`src/rtl/lane_train_fsm.sv`:
```
// rtl/lane_train_fsm.sv - Gen4 lane initialisation state machine (DISC/TS1/TS2/CL0/DIS) with bounded retry
module lane_train_fsm #(
    parameter int TS1_RX_REQ = 2,
    parameter int TS2_RX_REQ = 2,
    parameter int TS2_TX_MIN = 16,
    parameter int MAX_RETRY  = 3
) (
    input  logic       clk_b,
    input  logic       rst,
    input  logic       disable_req,
    input  logic       tdisconnect_tx_min,
    input  logic       tdisabled_min,
    input  logic       ttraining_error_timeout,
    input  logic       tgen4_ts1_timeout,
    input  logic       tgen4_ts2_timeout,
    input  logic       tconnect_rx_min,
    input  logic       tdisconnect_rx_min,
    input  logic       ts1_rcvd,
    input  logic       ts2_rcvd,
    input  logic       ts_sent,
    output logic       disconnected_s,
    output logic       fsm_disabled,
    output logic       fsm_training,
    output logic       ts1_gen4_s,
    output logic       ts2_gen4_s,
    output logic       cl0_s,
    output logic [1:0] retry_cnt,
    output logic       train_fail
);
    localparam int TS1_W = $clog2(TS1_RX_REQ + 1);
    localparam int TS2_W = $clog2(TS2_RX_REQ + 1);
    localparam int TX_W  = $clog2(TS2_TX_MIN + 1);
    localparam logic [TS1_W-1:0] TS1_MAX = TS1_W'(TS1_RX_REQ);
    localparam logic [TS2_W-1:0] TS2_MAX = TS2_W'(TS2_RX_REQ);
    localparam logic [TX_W-1:0]  TX_MAX  = TX_W'(TS2_TX_MIN);
    localparam logic [1:0]       RETRY_LAST = 2'(MAX_RETRY - 1);

    typedef enum logic [2:0] {DISC, TS1, TS2, CL0, DIS} state_t;

    state_t           state, state_n;
    logic             entry, entry_n;
    logic             txmin_done, txmin_n;
    logic             seen_ts2, seen_n;
    logic [TS1_W-1:0] ts1_cnt, ts1_n;
    logic [TS2_W-1:0] ts2_cnt, ts2_n;
    logic [TX_W-1:0]  tx_cnt, tx_n;
    logic [1:0]       retry_n;
    logic             fail_n;
    logic             reenter;
    logic             training;
    logic             ts_timeout;

    // entry is high for the first cycle of every state; timer expiries are ignored then
    assign training   = (state == TS1) || (state == TS2);
    assign ts_timeout = !entry && (((state == TS1) && tgen4_ts1_timeout) ||
                                   ((state == TS2) && tgen4_ts2_timeout));

    always_comb begin
        state_n = state;
        ts1_n   = ts1_cnt;
        ts2_n   = ts2_cnt;
        tx_n    = tx_cnt;
        seen_n  = seen_ts2;
        txmin_n = 1'b0;
        fail_n  = 1'b0;
        reenter = 1'b0;
        retry_n = ((state == DISC) || (state == CL0)) ? 2'd0 : retry_cnt;

        if (disable_req && (state != DIS)) begin
            state_n = DIS;
        end else if (tdisconnect_rx_min && (training || (state == CL0))) begin
            state_n = DISC;
        end else if (training && ttraining_error_timeout && !entry) begin
            state_n = DISC;
            fail_n  = 1'b1;
        end else if (ts_timeout) begin
            if (retry_cnt == RETRY_LAST) begin
                state_n = DISC;
                fail_n  = 1'b1;
            end else begin
                retry_n = retry_cnt + 2'd1;
                state_n = TS1;
                reenter = 1'b1;
            end
        end else begin
            case (state)
                DISC: begin
                    txmin_n = txmin_done | (tdisconnect_tx_min & ~entry);
                    if (txmin_n && tconnect_rx_min) state_n = TS1;
                end
                TS1: begin
                    if (ts2_rcvd) ts1_n = '0;
                    else if (ts1_rcvd && (ts1_cnt != TS1_MAX)) ts1_n = ts1_cnt + 1'b1;
                    if (int'(ts1_n) >= TS1_RX_REQ) state_n = TS2;
                end
                TS2: begin
                    if (ts2_rcvd && (ts2_cnt != TS2_MAX)) ts2_n = ts2_cnt + 1'b1;
                    seen_n = seen_ts2 | ts2_rcvd;
                    if (ts_sent && seen_n && (tx_cnt != TX_MAX)) tx_n = tx_cnt + 1'b1;
                    if ((int'(ts2_n) >= TS2_RX_REQ) && (int'(tx_n) >= TS2_TX_MIN)) state_n = CL0;
                end
                DIS: begin
                    if (!disable_req && tdisabled_min && !entry) state_n = DISC;
                end
                default: ;
            endcase
        end

        entry_n = (state_n != state) || reenter;
        if (entry_n) begin
            ts1_n   = '0;
            ts2_n   = '0;
            tx_n    = '0;
            seen_n  = 1'b0;
            txmin_n = 1'b0;
        end
    end

    always_ff @(posedge clk_b or negedge rst) begin
        if (!rst) begin
            state      <= DISC;
            entry      <= 1'b0;
            txmin_done <= 1'b0;
            seen_ts2   <= 1'b0;
            ts1_cnt    <= '0;
            ts2_cnt    <= '0;
            tx_cnt     <= '0;
            retry_cnt  <= 2'd0;
            train_fail <= 1'b0;
        end else begin
            state      <= state_n;
            entry      <= entry_n;
            txmin_done <= txmin_n;
            seen_ts2   <= seen_n;
            ts1_cnt    <= ts1_n;
            ts2_cnt    <= ts2_n;
            tx_cnt     <= tx_n;
            retry_cnt  <= retry_n;
            train_fail <= fail_n;
        end
    end

    assign disconnected_s = (state == DISC);
    assign fsm_disabled   = (state == DIS);
    assign fsm_training   = training;
    assign ts1_gen4_s     = (state == TS1);
    assign ts2_gen4_s     = (state == TS2);
    assign cl0_s          = (state == CL0);
endmodule
```
`config.mk`:
```
export PLATFORM = sky130hd
export DESIGN_NAME = lane_train_fsm
export DESIGN_NICKNAME = d
export VERILOG_FILES = /design/src/rtl/lane_train_fsm.sv
export SDC_FILE = /design/constraint.sdc
export NUM_CORES = 1
export LEC_CHECK = 0
export BUFFER_PORTS_ARGS = -buffer_cell sky130_fd_sc_hd__buf_2
export CORE_UTILIZATION = 40
export CTS_BUF_LIST = sky130_fd_sc_hd__clkbuf_8
export CTS_CLUSTER_DIAMETER = 60
export CTS_CLUSTER_SIZE = 40
export DETAILED_ROUTE_END_ITERATION = 12
export PLACE_DENSITY = 0.69
export SYNTH_ARGS = -nofsm -noshare
export SYNTH_HDL_FRONTEND = slang
export SYNTH_SLANG_ARGS = --single-unit
```
`constraint.sdc`:
```
create_clock -name clk_b -period 4.1 [get_ports clk_b]
set_input_delay 0.615 -clock clk_b [delete_from_list [all_inputs] [get_ports clk_b]]
set_output_delay 0.615 -clock clk_b [all_outputs]
set_load 0.1 [all_outputs]
```
==> reports/metrics.yaml <==
drcViolationCount: 0
power_uw: 730
synth.most_common_cell: "dfrtp_1"
post-route-min-period_ns: 2.57
p_int_uw: 378
grt_pass1_vias: 1145
postCtsSetupBuffers: 0
synth_top_cell_by_area: "dfrtp_1"
synth_fp_nets: 158
p_sw_uw: 352
holdWs_ns: 0.285
routed_via_density: 5.52
tritoncts: "built"
max_cap_violations: 0
grt_max_degree: 19
max_freq_mhz: 389
synth-edff-count: 0
hold_viol: 0
ir_drop_mv: 0.260
power.density_nw_per_um2: 505
final_nets: 177
design_area_um2: 1450
p_clk_share_pct: 19.8
clock_skew_ns: 0.00354
antennaDiodeCount: 0
met2_usage_pct: 34.0
cp-startpoint: "state[2]$_DFF_PN0_"
combPwrFrac_pct: 46.8
grt_pass1_wl_um: 5130
io_buffer_count: 21
gp_congestion: 0.881
pin_count: 22
grt_usage_pct: 19.9
tightest_slew_ns: 0.891
seqPwrFrac_pct: 33.4
synthCells: 141
place_area_um2: 1390
cp-end-kind: "register"
pre_cts_ws_ns: 1.54
cts_buffers: 3
busiest_layer: "met2"
yosysWarnings: 0
ys_async_sr_fraction_pct: 100
status: "finished, final reports clean"
cts_root_buf: "clkbuf_8"
p_leak_nw: 0.633
totalWireLength_um: 2850
dieHeight_um: 58.2
htree_levels: 1
grt_overflow: 0
cts_buffer_depth: 2
yosysUniqueCellTypes: 46
cts_sinks: 18
required_ns: 4.23
rows: 20
relSlewSlack_pct: 40.6
fin_ws_ns: 1.53
cp.arrival_ns: 2.70
dp_hpwl_um: 2090
switching_share_pct: 48.2
cts_resized: 0
clk_pin_slew_ns: 0.07
fin_setup_tns_ns: 0
synth-seq-cells: 18
chipWidth_um: 58.2
path_class: "register to register"
worstSkewPairLatency_ns: 0.26
setup_viol: 0
r2r_start: "state[2]$_DFF_PN0_"
synthTopCellsByArea: "dfrtp_1 36%, nor4_1 5.9%, ha_1 4.0%"
met1_usage_pct: 24.6
syn_avg_cell_area_um2: 8.97
worst_setup_path_start_kind: "register"
antenna_found_initial: 0
cp_max_fo: 17
reg2reg_depth: 5
grt_use_met3_pct: 4.46
drt-initial-drc-count: 57
yosys.area.top_type_share_pct: 35.6
avgRoutedWirePerCell_um: 14.0
vias: 1120
coreArea_um2: 3030
drtAntennaViolNets: 0
synth_area_um2: 1260
start_util_pct: 41.8
drive_above_1_share_pct: 20.1
syn2layout_area_growth_pct: 14.2
firstDrtPassIters: 4
synth_top_cells_by_count: "18 x dfrtp_1, 12 x nor4_1, 11 x nand2_1"
synth.yosys.seq_area_share_pct: 35.6
fin_crit_sh_pct: 62.7
dieArea_um2: 3390
drv_slew: 0
synth_top_flop_cell: "dfrtp_1"
holdCritPathClass: "primary input to async pin"
grt_setup_unrepaired: "false"
cts.hold.buffers_added: 0
[power by group through the flow]
stage / sequential (mW) / clock, mW / combinational (mW)
global placement: 0.244 / 0 / 0.331
detailed placement: 0.246 / 0 / 0.340
CTS: 0.242 / 0.151 / 0.341
finish: 0.244 / 0.145 / 0.341
floorplan: 0.244 / 0 / 0.281
global route: 0.252 / 0.158 / 0.367
[flip-flops by register name (all words and copies together), names as in the netlist]
name	count
train_fail	1
entry	1
ts1_cnt	2
ts2_cnt	2
seen_ts2	1
tx_cnt	5
txmin_done	1
state	3
retry_cnt	2
[area by class of cell]
cell class | count | area (µm²)
multi-input cells | 107 | 742
repair buffers | 22 | 113
clock buffers | 4 | 55.1
inverters | 8 | 30.0
well taps | 44 | 55.1
fillers | 290 | 1580
flip-flops and latches | 18 | 450
[path summary, 6_finish.rpt]
| path | endpoint | slack (ns) |
|---|---|---|
| min in group clk_b | retry_cnt[0]$_DFF_PN0_ | 0.52 |
| max reg2reg | entry$_DFF_PN0_ | 1.53 |
| min reg2reg | retry_cnt[0]$_DFF_PN0_ | 0.52 |
| max | entry$_DFF_PN0_ | 1.53 |
| max in group asynchronous | ts1_cnt[0]$_DFFE_PN0P_ | 3.52 |
| min | state[1]$_DFF_PN0_ | 0.28 |
[stage by stage]
step | util [%] | std cells
after detailed placement | 45.9 | 199
after global placement | 45.9 | 199
final | 47.7 | 203
after global routing | 47.7 | 203
after floorplan | - | 141
after CTS | 47.7 | 203
[kinds of logic (layout without fill, tap and decap cells)]
| family | after synthesis | in the layout | share of synthesized area (%) |
|---|---|---|---|
| AOI/OAI and AO/OA | 27 | 27 | 16.0 |
| xor gates and xnor gates | 6 | 6 | 4.15 |
| adders and majority gates | 4 | 4 | 3.96 |
| buffers and inverters | 16 | 34 | 5.74 |
| DFF | 18 | 18 | 35.6 |
| muxes | 4 | 4 | 3.26 |
| and+or+nand+nor | 66 | 66 | 31.3 |
[cell usage in the layout, fill, tap and decap left out, types with 4 or more instances in the layout]
cell,Yosys,final
nand2_1,11,11
nor2_1,8,8
nand3b_1,4,4
dfrtp_1,18,18
buf_2,4,21
nand3_1,4,4
clkbuf_8,0,4
xnor2_1,5,5
ha_1,4,4
nand2b_1,4,4
nor4_1,12,12
inv_1,8,8
o21ai_0,4,4
[layer usage]
layer	vias up	wire, µm
met1	524	1330
met4	0	37
met2	38	1370
li1	554	-
met3	4	120
met5	-	0
[critical path, cell delays in order, from the launching register on]
cell,delay (ns)
dfrtp_1,0.66
nand2b_1,0.21
o311ai_2,0.17
or3_4,0.45
a22o_1,0.39
or4b_1,0.56
Note: power is estimated with default switching activity, not from simulation.
